File: src/rtl/alu_issue_unit.sv
// Multi-cycle issue/writeback sequencer for the 8-bit alu: fetches instruction
// bytes, drives ALU operands from a private 4x8 register file, writes results back.
module alu_issue_unit (
  input  logic       clk,
  input  logic       rst,
  input  logic       instr_valid,
  input  logic [7:0] instr_byte,
  output logic       instr_ready,
  output logic [7:0] alu_a,
  output logic [7:0] alu_b,
  output logic [2:0] alu_ctrl,
  output logic       alu_f,
  input  logic [7:0] alu_c,
  output logic       busy,
  output logic       done,
  output logic       err,
  input  logic [1:0] dbg_addr,
  output logic [7:0] dbg_data
);

  typedef enum logic [1:0] {IDLE, EXEC, WB, IMM} state_t;

  state_t     state;
  logic [7:0] regs [4];
  logic [1:0] rd_q;
  logic [7:0] result;

  logic [2:0] op;
  logic       fbit;
  logic [1:0] rd, rs;
  logic       xfer, op_alu, op_ldi;

  always_comb begin
    op     = instr_byte[7:5];
    fbit   = instr_byte[4];
    rd     = instr_byte[3:2];
    rs     = instr_byte[1:0];
    op_alu = (op == 3'b000) || (op == 3'b011) || (op == 3'b100);
    op_ldi = (op == 3'b111);
    instr_ready = (state == IDLE) || (state == IMM);
    busy        = (state != IDLE);
    xfer        = instr_valid && instr_ready;
    dbg_data    = regs[dbg_addr];
  end

  always_ff @(posedge clk) begin
    if (rst) begin
      state    <= IDLE;
      regs     <= '{default: '0};
      rd_q     <= '0;
      result   <= '0;
      alu_a    <= '0;
      alu_b    <= '0;
      alu_ctrl <= '0;
      alu_f    <= 1'b0;
      done     <= 1'b0;
      err      <= 1'b0;
    end else begin
      done <= 1'b0;
      err  <= 1'b0;
      unique case (state)
        IDLE: begin
          if (xfer) begin
            if (op_alu) begin
              alu_a    <= regs[rd];
              alu_b    <= regs[rs];
              alu_ctrl <= op;
              alu_f    <= fbit;
              rd_q     <= rd;
              state    <= EXEC;
            end else if (op_ldi) begin
              rd_q  <= rd;
              state <= IMM;
            end else begin
              err <= 1'b1;
            end
          end
        end
        EXEC: begin
          result <= alu_c;
          // done is registered, so raising it here makes it high for the WB cycle
          done   <= 1'b1;
          state  <= WB;
        end
        WB: begin
          regs[rd_q] <= result;
          state      <= IDLE;
        end
        IMM: begin
          if (xfer) begin
            regs[rd_q] <= instr_byte;
            done       <= 1'b1;
            state      <= IDLE;
          end
        end
        default: state <= IDLE;
      endcase
    end
  end

endmodule

File: config.mk
export PLATFORM = sky130hd
export DESIGN_NAME = alu_issue_unit
export DESIGN_NICKNAME = d
export VERILOG_FILES = /design/src/rtl/alu_issue_unit.sv
export SDC_FILE = /design/constraint.sdc
export NUM_CORES = 1
export LEC_CHECK = 0
export ABC_AREA = 1
export CORE_UTILIZATION = 40
export DETAILED_ROUTE_END_ITERATION = 16
export DONT_BUFFER_PORTS = 1
export PLACE_DENSITY = 0.64
export SLEW_MARGIN = 30
export SYNTH_ARGS = -nofsm -noshare
export SYNTH_HDL_FRONTEND = slang
export SYNTH_SLANG_ARGS = --single-unit
File: constraint.sdc
create_clock -name clk -period 1.8 [get_ports clk]
set_input_delay 0.36 -clock clk [delete_from_list [all_inputs] [get_ports clk]]
set_output_delay 0.36 -clock clk [all_outputs]
set_load 0.02 [all_outputs]
==> metrics <==
Setup Total Neg Slack=0 ns; Worst path slowest cell=dfxtp_1; dpl hpwl=6740 um; Crit Reg-Reg Startpoint=state[0]; Placer Congestion=0.8731; Final Max Tran Viols=0; Final WS setup=0.07617 ns; FF+latch count, synth=66; Via-to-Cell Ratio=4.896; total global routing track utilization=0.2004; DRT Pass-1 Iters=10; storage element area=1321 um2; Initial Util=0.4167; WL met2=4233 um; CP Capture Type=primary output; post-synthesis sequential area ratio=0.3600; post-synthesis cell type count=19; top cells by area, synth=dfxtp_1 (36%), nand2_1 (18%), nor2_1 (13%); # fillers=922; Final setup violation count=0; CTS Buf Count=9; Antenna Nets Post-Route=0; clk_skew=0.007709 ns; Post-synth EDFFs=0; status=finished, violations left; Leakage=0.001931 uW; grt ovf=0; DP Area=3777 um2; CTS root buffer=clkbuf_8; unrepaired setup endpoints after global routing=false; worst reg2reg setup slack=0.17 ns; # DRC=12; layout cells sized above 1=0.08469; setup bufs post-CTS=0; Hold Path Class=in -> reg; Die Ht=97.79 um; Worst-Margin Slew=0.5318 ns; PD cells=1292 nW/um2; YS warnings=0; Hold Path End=done; routed length on met3=549 um; routed length per instance=12.66 um; H-tree levels=3; total routed wirelength=9139 um; WP data required=1.44 ns; Layout Nets=636; pre-CTS setup slack=0.1440 ns; TritonCTS clock tree=yes; largest net degree at the start of global routing=38; fin crit share=0.9577; Layout area overhead=9.410%; n_diodes=0; top sig layer=met4; die width=97.79 um; Top cell by count, worst path=a21oi_1; max_slew headroom=0.6417; syn avg cell area=6.036 um2; core region area=8806 um2; Crit path largest cell delay=0.33 ns; vias in the first global route=3313; Sink Count=66; CP startpoint kind=flop; Core Util, Final=0.4560; worst hold path depth=1; vias after detailed routing=3535; syn nets=635; # port buffers=0; Final Cell Area=4015 um2; crit path kind=reg -> out; clk_lat worst skew=0.34 ns; reg2reg end=regs[5]; CTS Buffer Depth=2; footprint of the multi-input gates=1936 um2; crit path cell chain=inv_1 -> o21ai_0 -> a21oi_1 -> a21oi_1 -> buf_4; top-area cell type share of the netlist area=0.3600; cells after synthesis=608; most frequent cells after synthesis=nand2_1 (173), nor2_1 (129), dfxtp_1 (66), inv_1 (66), nand3_1 (66); Fmax achieved=580.1 MHz; # IOs=53; Synth Cell Area=3670 um2; minimum period implied by the final worst setup slack=1.724 ns; endpoints failing hold=0; most common flop cell mapped by yosys=dfxtp_1; count leader, synth=nand2_1; WP data arrival=1.36 ns; reg2reg path depth=8; Die Footprint=9562 um2; initial antenna violation count=0; Hold Startpoint=rst; Rows=34; 1st-iter DRT viols=169; Synth area leader=dfxtp_1; Async S/R FF share, synth=0; worst vdd ir=0.6520 mV; Maximum Capacitance Violations=0; first-pass GRT wire length=15480 um; clock slew at reported path FFs=0.08 ns; failing checks=DRC; met1 WL=4240 um; CP max FO=3
-- what timing repair did --
item | 4_1_cts | 5_1_grt
hold buffers | 0 | 0
endpoints found under the setup margin | 0 | 8
gates resized for setup | 0 | 7
hold endpoints to repair | 0 | 0
-- placed cells by master (no fill, tap or decap), types with 2 or more instances in the layout --
cell        instances
nand2_1           173
nor2_1            129
inv_1              66
nand3_1            66
dfxtp_1            66
o21ai_0            27
a21oi_1            23
buf_4              16
inv_2               9
clkbuf_8            9
nor2_4              6
ha_1                6
o21ai_1             4
a21oi_2             3
bufinv_16           2
clkinvlp_4          2
clkinv_2            2
-- power by group --
part	internal, uW	switching [uW]
Combinational	578	1160
Sequential	1750	338
Clock	776	590
Total	3100	2090
-- worst max-delay path: cells and delay by family, from the launching register on --
kind,cells,cell delay [ns]
AOI/OAI and AO/OA,3,0.43
DFF,1,0.33
buffers and inverters,2,0.26
-- cell families (layout without fill, tap and decap cells) --
group / Yosys count / after routing / synth area share
AND/OR/NAND/NOR: 377 / 377 / 0.4238
AO/OA/AOI/OAI: 57 / 57 / 0.07773
adder cells (fa/ha/maj): 6 / 6 / 0.02046
buffers and inverters: 102 / 108 / 0.1180
flip-flops: 66 / 66 / 0.3600
-- worst max path at each step --
stage                start          end  slack, ns  cells past startpoint
3_3_place_gp      state[0]  alu_ctrl[0]       0.20                      9
6_report          regs[19]  dbg_data[3]       0.08                      5
4_1_cts           regs[21]  dbg_data[5]       0.07                      5
3_5_place_dp      state[0]  alu_ctrl[0]       0.14                      9
5_1_grt           state[0]     regs[26]      0.005                      8
2_1_floorplan  dbg_addr[0]  dbg_data[5]       0.15                      6
-- layer usage --
metal	track usage	vias up
met4	0.07343	0
met2	0.3290	101
met1	0.2563	1558
met3	0.04796	13
li1	-	1863
met5	0	-
-- registers in the layout, indices dropped and copies added (netlist names) --
signal	count
regs	32
alu_a	8
alu_b	8
result	8
alu_ctrl	3
rd_q	2
state	2
alu_f	1
done	1
err	1
-- through the flow --
| stage | hold slack [ns] | power [uW] | instances |
|---|---|---|---|
| after floorplan | 0.4291 | 3457 | 608 |
| after global placement | 0.4371 | 3786 | 706 |
| after CTS | 0.05161 | 5210 | 722 |
| after global routing | 0.05143 | 5590 | 722 |
| final | 0.07079 | 5189 | 722 |
| after detailed placement | 0.4332 | 3831 | 706 |
-- layout make-up --
type	count	share of cell area
well taps	108	0.03366
clock buffers	9	0.03085
inverters	76	0.07105
flip-flops and latches	66	0.3291
clock inverters	7	0.02337
multi-input cells	440	0.4821
repair buffers	16	0.02992
Power figures use the tool's default switching activity.
